### src/rtl/comp_unit_pkg.sv
// Shared widths, funct3 encodings and field position for the branch comparator.
package comp_unit_pkg;

    localparam int XLEN  = 32;
    localparam int OPLEN = 8;

    // Position of funct3 inside the decoded opcode.
    localparam int F3_MSB = 6;
    localparam int F3_LSB = 4;
    localparam int F3_W   = F3_MSB - F3_LSB + 1;

    // funct3 encodings. 3'b011 is reserved and treated as don't-care.
    localparam logic [F3_W-1:0] FUNCT3_BEQ  = 3'b000;
    localparam logic [F3_W-1:0] FUNCT3_BNE  = 3'b001;
    localparam logic [F3_W-1:0] FUNCT3_JUMP = 3'b010;
    localparam logic [F3_W-1:0] FUNCT3_BLT  = 3'b100;
    localparam logic [F3_W-1:0] FUNCT3_BGE  = 3'b101;
    localparam logic [F3_W-1:0] FUNCT3_BLTU = 3'b110;
    localparam logic [F3_W-1:0] FUNCT3_BGEU = 3'b111;

    // Extract funct3 from a decoded opcode.
    function automatic logic [F3_W-1:0] get_funct3(input logic [OPLEN-1:0] op);
        return op[F3_MSB:F3_LSB];
    endfunction

endpackage

### src/rtl/comp_unit_core.sv
// Combinational compare/decode: picks the branch outcome selected by funct3.
module comp_core
    import comp_unit_pkg::*;
(
    input  logic [XLEN-1:0]  rs1data,
    input  logic [XLEN-1:0]  rs2data,
    input  logic [OPLEN-1:0] decoded_op,
    output logic             jump
);

    logic [F3_W-1:0] funct3;
    logic            eq;
    logic            lt_s;
    logic            lt_u;

    assign funct3 = get_funct3(decoded_op);

    // Three shared comparisons; every branch type is one of these or its complement.
    always_comb begin
        eq   = (rs1data == rs2data);
        lt_s = ($signed(rs1data) < $signed(rs2data));
        lt_u = (rs1data < rs2data);
    end

    // Select by funct3; reserved or unknown encodings yield X so synthesis may optimise them.
    always_comb begin
        jump = 1'bx;
        case (funct3)
            FUNCT3_BEQ:  jump = eq;
            FUNCT3_BNE:  jump = ~eq;
            FUNCT3_JUMP: jump = 1'b1;
            FUNCT3_BLT:  jump = lt_s;
            FUNCT3_BGE:  jump = ~lt_s;
            FUNCT3_BLTU: jump = lt_u;
            FUNCT3_BGEU: jump = ~lt_u;
            default:     jump = 1'bx;
        endcase
    end

endmodule

### src/rtl/comp_unit.sv
// Execute-stage branch comparator: combinational take flag plus a registered copy.
module comp_unit
    import comp_unit_pkg::*;
(
    input  logic             clk,
    input  logic             rst,
    input  logic [XLEN-1:0]  rs1data_de,
    input  logic [XLEN-1:0]  rs2data_de,
    input  logic [OPLEN-1:0] decoded_op_de,
    output logic             jump_state_pre,
    output logic             jump_state
);

    logic jump_state_d;
    logic jump_state_q;

    comp_core u_core (
        .rs1data    (rs1data_de),
        .rs2data    (rs2data_de),
        .decoded_op (decoded_op_de),
        .jump       (jump_state_pre)
    );

    // Next registered value is simply the current combinational decision.
    always_comb begin
        jump_state_d = jump_state_pre;
    end

    // Output flop, cleared asynchronously by reset.
    always_ff @(posedge clk or posedge rst) begin
        if (rst) jump_state_q <= 1'b0;
        else     jump_state_q <= jump_state_d;
    end

    assign jump_state = jump_state_q;

endmodule

### config.mk
export PLATFORM = sky130hd
export DESIGN_NAME = comp_unit
export DESIGN_NICKNAME = d
export VERILOG_FILES = /design/src/rtl/comp_unit_pkg.sv /design/src/rtl/comp_unit_core.sv /design/src/rtl/comp_unit.sv
export SDC_FILE = /design/constraint.sdc
export NUM_CORES = 1
export LEC_CHECK = 0
export BUFFER_PORTS_ARGS = -buffer_cell sky130_fd_sc_hd__buf_2
export CAP_MARGIN = 20
export CORE_MARGIN = 2
export CORE_UTILIZATION = 42
export DETAILED_ROUTE_END_ITERATION = 8
export MAX_ROUTING_LAYER = met4
export PLACE_DENSITY = 0.86
export SKIP_LAST_GASP = 1
export SYNTH_ARGS = -nofsm -noshare
export SYNTH_HDL_FRONTEND = slang
export SYNTH_SLANG_ARGS = --single-unit
### constraint.sdc
create_clock -name clk -period 3.25 [get_ports clk]
set_input_delay 0.1625 -clock clk [delete_from_list [all_inputs] [get_ports clk]]
set_output_delay 0.1625 -clock clk [all_outputs]
set_load 0.05 [all_outputs]
# Yosys cells after proc, flatten, opt, wreduce, memory -nomap -nowiden
# Index checks and enable logic that the tools add are counted.
# Widths: inputs -> output; s select.
dict set report totals {
  regBits 1
  inputBits 74
  elab_cells 15
  out_inout_bits 2
}
dict set report op_classes {
  n_lt_le_gt_ge 2
  n_mux 1
  reduce_logical 1
  n_eq_ne 7
  bitwise_logic 3
}
# operator n
set op_table {}
lappend op_table {{$lt 32x32->1} 2}
lappend op_table {{$eq 32x32->1} 1}
lappend op_table {{$eq 3x3->1 const B} 4}
lappend op_table {{$pmux 1 s7} 1}
lappend op_table {{$eq 3x1->1 const B} 1}
lappend op_table {{$eq 3x2->1 const B} 1}
lappend op_table {{$logic_not 3->1} 1}
lappend op_table {{$not 1->1} 3}

# Depth between registers and ports, before layout
dict set report logic_depth {
  ltp_word 3
  mapped_depth 8
  depth_no_buf 8
}

# Hierarchy
# From an unflattened synthesis, not the netlist that was laid out.
dict set report hier_totals {
  hier_cells 126
  hier_area_um2 913.4
}
# mod cells_each n_inst seq_area_each_um2 area_per_inst_um2
set by_module_without_submodules {}
lappend by_module_without_submodules {comp_core 124 1 0.0 884.6}
lappend by_module_without_submodules {comp_unit 2 1 25.0 28.8}

# Worst setup path before layout
# OpenSTA, ideal clock, no wires.
dict set report synth_timing {
  path_type {input to register}
  from {input rs2data_de[18]}
  to {register jump_state_q (netlist: jump_state)}
  path_slack_ns 1.206
  t_required_ns 3.078
  path_buffers 0
  setup_time_ns 0.172
  t_arrival_ns 1.873
  stages 8
  cell_sequence {inv_1 > ha_1 > a211oi_2 > a211oi_1 > o31a_1 > a2111oi_4 > a21o_1 > a31o_1}
}
dict set report synth_between {
  elab_chain_cells 3
  word_cells_on_any_way 7
  cone_classes {order compare (2); eq/ne (1); mux (1); bitwise (3)}
}
# item line
set synth_lines {}
lappend synth_lines {{start: declaration} comp_unit.sv:8} ;# input logic [XLEN-1:0] rs2data_de,
lappend synth_lines {{$lt 32x32->1, or another cell as far along} comp_unit_core.sv:22} ;# lt_u = (rs1data < rs2data);
lappend synth_lines {{$not 1->1 (on tied branches)} {comp_unit_core.sv:35, comp_unit_core.sv:30, comp_unit_core.sv:33}}
lappend synth_lines {{$pmux 1 s7 (*)} comp_unit_core.sv:28} ;# case (funct3)
lappend synth_lines {{net jump_state_pre} comp_unit.sv:10} ;# output logic jump_state_pre,
lappend synth_lines {{end signal: assignment} comp_unit.sv:32} ;# else jump_state_q <= jump_state_d;
lappend synth_lines {{end: declaration} comp_unit.sv:15} ;# logic jump_state_q;
# The timed path passes the listed nets; every way through them passes the cells marked *.

# Worst setup path in the final report
dict set report layout_timing {
  from {input rs1data_de[31]}
  to {output jump_state_pre}
}
dict set report layout_between {
  elab_chain_cells 3
  word_cells_on_any_way 7
  cone_classes {order compare (2); eq/ne (1); mux (1); bitwise (3)}
}
# item line
set layout_lines {}
lappend layout_lines {{start: declaration} comp_unit.sv:7} ;# input logic [XLEN-1:0] rs1data_de,
lappend layout_lines {{$lt 32x32->1, or another cell as far along} comp_unit_core.sv:22}
lappend layout_lines {{$not 1->1 (on tied branches)} {comp_unit_core.sv:35, comp_unit_core.sv:30, comp_unit_core.sv:33}}
lappend layout_lines {{$pmux 1 s7 (*)} comp_unit_core.sv:28}
lappend layout_lines {{end: declaration} comp_unit.sv:10}
# Every way passes the cells marked *; elsewhere a longest branch is shown, timed or not.

==> impl_metrics.json <==
{
  "status": "finished clean",
  "ctsResizeCount": 0,
  "fp-row-count": 16,
  "finalSetupViolations": 0,
  "dr.pass1.iters": 4,
  "wl_per_cell_um": 10.6,
  "syn_to_final_growth_pct": 42.9,
  "io_pins": 76,
  "grt_pass1_wl_mm": 3.94,
  "port_buffers": 70,
  "power.total_uw": 171,
  "syn_area_per_cell_um2": 7.66,
  "maxCapViolCount": 0,
  "fin_crit_sh_pct": 69.7,
  "grt_start_max_net_pins": 4,
  "dp.cells": 217,
  "cp_data_arrival_time_ns": 2.10,
  "layout.nets": 299,
  "cp_data_required_time_ns": 3.09,
  "grt_pass1_vias": 1083,
  "vias": 1079,
  "startpoint_type": "input port",
  "via_per_inst": 4.95,
  "start_util_pct": 45.5,
  "routed_wl_mm": 2.32,
  "largest_reg_flops": 1,
  "intPower_uw": 91.2,
  "p_leak_uw": 0.000834,
  "synth_top_area_share_pct": 43.5,
  "first_iter_violations": 8,
  "fp.dieW_um": 50.8,
  "ys_warn_count": 0,
  "antenna_found_initial": 0,
  "holdCritPathClass": "in -> reg",
  "clk_pin_slew_ns": 0,
  "worstHoldStart": "decoded_op_de[6]",
  "synthTopCellsByArea": "ha_1 (44%), inv_1 (13%), a21oi_1 (4.9%)",
  "die-height_um": 50.8,
  "clkPwrFrac_pct": 0,
  "synth.distinct_cells": 27,
  "finalMaxSlewViolations": 0,
  "setup_tns_ns": 0,
  "yosysSeqAreaShare_pct": 2.72,
  "grt.overflow.total": 0,
  "path_max_fanout": 3,
  "drc": 0,
  "synthesis.area_um2": 920,
  "drive_gt1_share_pct": 39.3,
  "cp-end-kind": "primary output",
  "post_cts_buffers": 0,
  "nFillCells": 178,
  "multi_input_comb_area_um2": 771,
  "postCtsHoldBufs": 1,
  "fp.coreArea_mm2": 0.00202,
  "pwr_density_cell_mw_per_mm2": 130,
  "slew_headroom_pct": 73.9,
  "dp_hpwl_mm": 2.20,
  "grtUsageTotal_pct": 19.3,
  "synth_largest_area_cell": "ha_1",
  "worst_ir_drop_vdd_mv": 0.0840,
  "register_area_um2": 25.0,
  "ys_seq_elements": 1,
  "finalCriticalPeriod_ns": 2.26,
  "rsz0062_at_grt": "no",
  "postRouteAntennaNets": 0,
  "fin_util_pct": 65.0,
  "diodes": 0,
  "seqPwrFrac_pct": 8.6,
  "dieArea_mm2": 0.00258,
  "comb_power_share_pct": 91.4,
  "layout.cells.most_common": "buf_2",
  "final_hold_viol_count": 0,
  "worst-setup-path-type": "in -> out",
  "final_cell_count_no_fill": 218,
  "max_freq_mhz": 442,
  "syn_inst": 120,
  "syn_nets": 226,
  "p_switching_uw": 79.5,
  "swShare_pct": 46.6,
  "worst_pin_slew_ns": 0.387,
  "crit_start": "rs1data_de[31]",
  "place_congestion": 0.724,
  "final_cell_mix": "buf_2 (70), inv_1 (33), ha_1 (32)"
}
-- per-stage QoR --
stage          area [um^2]  setup WS (ns)  hold WS, ns
2_1_floorplan          920           1.21       -0.109
3_3_place_gp          1300           1.01     -0.00633
3_5_place_dp          1300          0.977     -0.00236
4_1_cts               1310          0.971        0.439
5_1_grt               1310          0.851        0.462
6_report              1310          0.985        0.439
-- path summary, 6_finish.rpt --
kind / endpoint / slack (ns) / cells after the start
setup / recovery: jump_state_pre / 0.99 / 9
hold / removal: jump_state / 0.44 / 2
max in group asynchronous: jump_state / 2.61 / 3
min in group asynchronous: jump_state / 0.55 / 3
-- cell usage after synthesis --
cell type / n
nor3_1: 1
o21ai_1: 1
xor2_1: 2
a211oi_2: 1
a21o_1: 4
nor4_2: 2
a21oi_1: 9
inv_1: 33
ha_1: 32
dfrtp_1: 1
nor2_1: 5
o21ai_0: 1
nor2b_1: 1
a31o_1: 1
nand2_1: 3
o31a_1: 1
a21boi_1: 1
and3_1: 1
o41ai_1: 1
a2111oi_4: 1
and4_1: 1
o211ai_1: 1
a211oi_1: 3
nand4_1: 6
nand4_2: 1
a21boi_0: 1
nand3_1: 5
-- power groups by stage --
stage / clock (uW) / sequential, uW / combinational, uW
final: 0 / 14.6 / 156
after global routing: 0 / 14.8 / 179
after CTS: 0 / 14.7 / 158
after detailed placement: 0 / 14.7 / 155
after global placement: 0 / 14.6 / 146
after floorplan: 0 / 21.0 / 86.4
-- cell type report --
type                       instances  share of cell area [%]
multi-input combinational         86                    58.7
timing repair buffer              71                    27.4
inverter                          33                    9.43
tap                               27                    2.57
sequential                         1                    1.90
-- cell families (layout without fill, tap and decap cells) --
logic type	Yosys count	after routing	synth area share, %
AOI/OAI and AO/OA	26	26	21.4
buffers and inverters	33	104	13.5
and+or+nand+nor	26	26	17.0
xor gates and xnor gates	2	2	1.91
DFF	1	1	2.72
adders and majority gates	32	32	43.5
-- per-layer routing --
metal	vias to the layer above	part of all wire [%]	GRT usage [%]
met2	49	54	43.4
li1	567	-	-
met5	-	0	-
met3	0	8.4	1.19
met4	0	0	0
met1	463	38	18.1
-- critical path, cell delays in order --
cell	delay, ns
buf_2	0.10
ha_1	0.37
nand4_2	0.14
nor4_2	0.36
and3_1	0.25
xor2_1	0.08
a211oi_1	0.25
a31o_1	0.14
buf_2	0.26
No activity file was read; power rests on OpenSTA's default activity.
